### src/rtl/wb_result_stage.sv
// Writeback result stage: one-hot source select with load align/extend, a two-entry skid
// buffer behind valid/ready, and the register-file commit and debug trace ports.
module wb_result_stage #(
  parameter int unsigned DATA_W = 32,
  parameter int unsigned NSRC   = 5,
  parameter int unsigned RF_AW  = 5
) (
  input  logic                         clock,
  input  logic                         reset,
  input  logic                         flush,
  input  logic                         in_valid,
  output logic                         in_ready,
  input  logic [NSRC-1:0]              in_src_sel,
  input  logic [NSRC*DATA_W-1:0]       in_src_data,
  input  logic [1:0]                   in_mem_size,
  input  logic                         in_mem_signed,
  input  logic [$clog2(DATA_W/8)-1:0]  in_addr_lo,
  input  logic                         in_rf_wen,
  input  logic [RF_AW-1:0]             in_rf_waddr,
  input  logic [31:0]                  in_pc,
  output logic                         out_valid,
  input  logic                         out_ready,
  output logic                         rf_we,
  output logic [RF_AW-1:0]             rf_waddr,
  output logic [DATA_W-1:0]            rf_wdata,
  output logic [31:0]                  debug_wb_pc,
  output logic [3:0]                   debug_wb_rf_wen,
  output logic [RF_AW-1:0]             debug_wb_rf_wnum,
  output logic [DATA_W-1:0]            debug_wb_rf_wdata
);

  localparam int unsigned LoW      = $clog2(DATA_W / 8);
  // Only a 64-bit datapath has two word lanes.
  localparam int unsigned WordMask = (DATA_W == 64) ? 4 : 0;

  logic [DATA_W-1:0] other_data, mem_data, shifted, load_tmp, load_data, result;
  logic [LoW-1:0]    lane;
  logic [LoW+2:0]    shamt;
  int unsigned       keep_w;

  always_comb begin
    other_data = '0;
    // Descending scan so the lowest set index is the last assignment and wins.
    for (int k = NSRC - 1; k >= 1; k--) begin
      if (in_src_sel[k]) other_data = in_src_data[k*DATA_W +: DATA_W];
    end

    mem_data = in_src_data[DATA_W-1:0];
    keep_w   = DATA_W;
    lane     = '0;
    case (in_mem_size)
      2'd0: begin keep_w = 8;  lane = in_addr_lo;                end
      2'd1: begin keep_w = 16; lane = in_addr_lo & ~LoW'(1);     end
      2'd2: begin keep_w = 32; lane = in_addr_lo & LoW'(WordMask); end
      default: begin keep_w = 64; lane = '0; end
    endcase
    if (keep_w > DATA_W) keep_w = DATA_W;

    shamt    = {lane, 3'b000};
    shifted  = mem_data >> shamt;
    // Park the field at the MSB, then shift back down to zero- or sign-fill.
    load_tmp = shifted << (DATA_W - keep_w);
    if (in_mem_signed) load_data = DATA_W'($signed(load_tmp) >>> (DATA_W - keep_w));
    else               load_data = load_tmp >> (DATA_W - keep_w);

    result = in_src_sel[0] ? load_data : other_data;
  end

  logic              head_valid_q, head_valid_d, skid_valid_q, skid_valid_d;
  logic [DATA_W-1:0] head_res_q, head_res_d, skid_res_q, skid_res_d;
  logic              head_wen_q, head_wen_d, skid_wen_q, skid_wen_d;
  logic [RF_AW-1:0]  head_waddr_q, head_waddr_d, skid_waddr_q, skid_waddr_d;
  logic [31:0]       head_pc_q, head_pc_d, skid_pc_q, skid_pc_d;
  logic              accept, pop;

  assign in_ready = !skid_valid_q;
  assign accept   = in_valid & in_ready;
  assign pop      = head_valid_q & out_ready;

  always_comb begin
    head_valid_d = head_valid_q;
    head_res_d   = head_res_q;
    head_wen_d   = head_wen_q;
    head_waddr_d = head_waddr_q;
    head_pc_d    = head_pc_q;
    skid_valid_d = skid_valid_q;
    skid_res_d   = skid_res_q;
    skid_wen_d   = skid_wen_q;
    skid_waddr_d = skid_waddr_q;
    skid_pc_d    = skid_pc_q;

    if (flush) begin
      head_valid_d = 1'b0;
      skid_valid_d = 1'b0;
    end else if (pop && skid_valid_q) begin
      head_res_d   = skid_res_q;
      head_wen_d   = skid_wen_q;
      head_waddr_d = skid_waddr_q;
      head_pc_d    = skid_pc_q;
      skid_valid_d = 1'b0;
    end else if (accept && (pop || !head_valid_q)) begin
      head_valid_d = 1'b1;
      head_res_d   = result;
      head_wen_d   = in_rf_wen;
      head_waddr_d = in_rf_waddr;
      head_pc_d    = in_pc;
    end else if (accept) begin
      skid_valid_d = 1'b1;
      skid_res_d   = result;
      skid_wen_d   = in_rf_wen;
      skid_waddr_d = in_rf_waddr;
      skid_pc_d    = in_pc;
    end else if (pop) begin
      head_valid_d = 1'b0;
    end
  end

  always_ff @(posedge clock or negedge reset) begin
    if (!reset) begin
      head_valid_q <= 1'b0;
      head_res_q   <= '0;
      head_wen_q   <= 1'b0;
      head_waddr_q <= '0;
      head_pc_q    <= '0;
      skid_valid_q <= 1'b0;
      skid_res_q   <= '0;
      skid_wen_q   <= 1'b0;
      skid_waddr_q <= '0;
      skid_pc_q    <= '0;
    end else begin
      head_valid_q <= head_valid_d;
      head_res_q   <= head_res_d;
      head_wen_q   <= head_wen_d;
      head_waddr_q <= head_waddr_d;
      head_pc_q    <= head_pc_d;
      skid_valid_q <= skid_valid_d;
      skid_res_q   <= skid_res_d;
      skid_wen_q   <= skid_wen_d;
      skid_waddr_q <= skid_waddr_d;
      skid_pc_q    <= skid_pc_d;
    end
  end

  assign out_valid         = head_valid_q;
  assign rf_we             = pop & head_wen_q & !flush;
  assign rf_waddr          = head_waddr_q;
  assign rf_wdata          = head_res_q;
  assign debug_wb_pc       = head_pc_q;
  assign debug_wb_rf_wen   = {4{rf_we}};
  assign debug_wb_rf_wnum  = head_waddr_q;
  assign debug_wb_rf_wdata = head_res_q;

endmodule

### config.mk
export PLATFORM = sky130hd
export DESIGN_NAME = wb_result_stage
export DESIGN_NICKNAME = d
export VERILOG_FILES = /design/src/rtl/wb_result_stage.sv
export SDC_FILE = /design/constraint.sdc
export NUM_CORES = 1
export LEC_CHECK = 0
export CORE_MARGIN = 3
export CORE_UTILIZATION = 39
export DETAILED_ROUTE_END_ITERATION = 12
export PLACE_DENSITY = 0.72
export SYNTH_ARGS = -nofsm -noshare
export SYNTH_HDL_FRONTEND = slang
export SYNTH_SLANG_ARGS = --single-unit
export TNS_END_PERCENT = 100
### constraint.sdc
create_clock -name clock -period 2.35 [get_ports clock]
set_input_delay 0.5875 -clock clock [delete_from_list [all_inputs] [get_ports clock]]
set_output_delay 0.5875 -clock clock [all_outputs]
set_load 0.05 [all_outputs]
==> run metrics <==
status completed; synthesis warning total 0; initial antenna violation count 0; synthesized area per cell about 8.0 um^2; synthesized area between 8000 and 9000 um^2; reg2reg end skid_res_q[25]; Worst setup startpoint debug_wb_rf_wdata[7]; RSZ-0062 raised after global routing no; GRT overflow 0; DRC errors left 0; FF-to-FF Start skid_valid_q; first-pass GRT wire length 53.7 mm; Initial Util around 40%; row count 54; Pwr Density around 740 nW/um^2; Critical Path Slowest Stage Cell clkdlybuf4s50_1; Final Hold Viols 0; post-DR wirelength/cell about 20 um; fill count 1926; most common cell after layout, fill and taps aside clkdlybuf4s50_1; Layout area overhead 58.2%; crit-path cells clkdlybuf4s50_1; Post-Layout Cell Count approximately 1800; Main synth FF type dfrtp_1; Setup crit end debug_wb_rf_wdata[7]; H-tree levels 4; Skew-Pair Late Insertion Delay around 0.43 ns; WP buf/inv 1; relative slew slack 57.1%; routability congestion estimate a little over 1; Setup Skew ~0.016 ns; Via density 5.41; DR vias around 9600; Startpoint Class flip-flop; worst min path class input pin to asynchronous set/reset pin; die area approximately 24000 um^2; Synth Instances 1097; Worst path depth 1; sequential area share after synthesis approximately two fifths; Max Freq 439 MHz; Worst EP required 1.76 ns; post-synth cell types between 70 and 80; setup_tns 0 ns; FF/Latch Area about 3600 um^2; Multi-input gate area 4600 um^2; minimum hold slack 0.139 ns; IO buf count ~330; DRT Pass-1 Iters 5; min cycle time layout between 2 and 2.5 ns; clock buffer count from CTS 17; MaxCap Viol Count 0; Final ANT Viol Nets 0; nets roughly 1700; vias in the first global route just under 10000; P_leak roughly 6.0 nW; Initial DRC Count 550; Detail Placement HPWL about 28 mm; Arr. time, crit path 1.69 ns; clock root cell clkbuf_16; Seq cells post-synth 142; number of hold buffers added after cts 0; largest net degree at the start of global routing 64; GRT Overall Usage around 29%; area of the core ~22000 um^2; Longest Clk Path Bufs 2; clk sinks ~140; layout cells sized above 1 roughly 18%; Crit. End Element output port; r2r worst-path depth 6; slew at the pin with the worst max-slew slack about 0.64 ns; wire length after detailed routing 34.8 mm; CP top delay family buffers and inverters; final period utilization between 90 and 100%; Post-synth ARST share between 90% and 100%; clock-pin slew on the worst setup and hold paths approximately 0.070 ns; Die Wd approximately 160 um; commonest cells after routing, fill and taps aside clkdlybuf4s50_1, nand2_1, buf_4; IO Pins roughly 330; VDD IR max about 0.42 mV; Placed Cells incl. Taps ~1700; max incr delay on CP between 0.8 and 0.9 ns; Setup CP Type flip-flop to output port; fin. max-slew vios 0; setup violators final 0; Die Height approximately 160 um; R2R Setup Slk 0.70 ns; CTS tree built; number of synthesized flops with an enable pin 0; CP max FO 3
## cell type report
cell class | instances | share of cell area, %
flip-flops and latches | 142 | 25.7
repair buffers | 488 | 33.7
inverters | 18 | 0.488
clock inverters | 15 | 1.19
diodes | 1 | 0.0181
multi-input cells | 811 | 33.3
well taps | 280 | 2.53
clock buffers | 17 | 3.07
## layer usage
layer / track usage [%] / wire (um)
met5: 0 / 0
met4: 10.4 / 1170
met3: 6.44 / 2200
met2: 47.8 / 16800
met1: 36.2 / 14600
## repair_timing
action / in CTS / in global routing
setup buffers: 0 / 7
endpoints found under the hold margin: 0 / 0
resized for setup: 7 / 32
pin swaps: 3 / 11
endpoints found under the setup margin: 62 / 52
## power breakdown
group | internal (W) | switching, W | total (W)
Clock | 0.00151 | 0.00120 | 0.00271
Combinational | 0.00161 | 0.00251 | 0.00412
Sequential | 0.00299 | 0.000370 | 0.00336
## worst reg2reg max path, delay by kind of cell, from the launching register on
family	cells	cell delay, ns
AO/OA/AOI/OAI	1	0.18
AND/OR/NAND/NOR	3	0.47
buffers and inverters	2	0.46
flip-flops	1	0.45
## logic make-up (layout without fill, tap and decap cells)
| group | after synthesis | after routing | share of synthesized area (%) |
|---|---|---|---|
| buffers and inverters | 145 | 538 | 8.74 |
| multiplexers | 12 | 12 | 2.06 |
| other | 1 | 3 | 0.0429 |
| adder cells (fa/ha/maj) | 2 | 2 | 0.286 |
| XOR/XNOR | 1 | 1 | 0.100 |
| flip-flops | 142 | 142 | 40.6 |
| AO/OA/AOI/OAI | 322 | 322 | 24.9 |
| AND/OR/NAND/NOR | 472 | 472 | 23.2 |
## metrics by stage
step	power (W)	worst slack, ns	area [um^2]	utilization [%]
6_report	0.0102	0.0733	13800	63.0
3_5_place_dp	0.00749	-0.767	13100	59.6
3_3_place_gp	0.00742	-0.750	13100	59.6
4_1_cts	0.0102	0.0151	13700	62.3
5_1_grt	0.0107	0.0222	13800	63.0
2_1_floorplan	0.00585	0.00842	8810	-
## sequential cells by signal (all words and copies together) (netlist names)
register and flops:
debug_wb_rf_wdata 32, head_wen_q 1, skid_wen_q 1, out_valid 1
skid_pc_q 32, debug_wb_rf_wnum 5, debug_wb_pc 32, skid_waddr_q 5
skid_valid_q 1, skid_res_q 32
## how the worst min path moves through the flow
stage	from	endpoint	slack (ns)	cells past startpoint
2_1_floorplan	reset	debug_wb_pc[0]	0.29	0
3_3_place_gp	skid_res_q[22]	skid_res_q[22]	0.45	2
3_5_place_dp	skid_res_q[4]	skid_res_q[4]	0.46	2
4_1_cts	reset	skid_pc_q[9]	0.16	1
5_1_grt	reset	skid_pc_q[9]	0.18	1
6_report	reset	skid_res_q[26]	0.14	1
## synth_stat cells, types with 15 or more instances
cell	count	share of area [%]
a221o_1	18	2.1
nand2_1	301	13
nand3_1	23	1.3
inv_1	15	0.64
clkbuf_1	60	2.6
o21ai_1	16	0.92
a31oi_1	57	4.1
buf_2	16	0.92
nor2_1	80	3.4
a21oi_1	49	2.8
buf_4	45	3.9
dfrtp_1	142	41
o21ai_0	72	4.1
(Power assumes the default switching activity.)
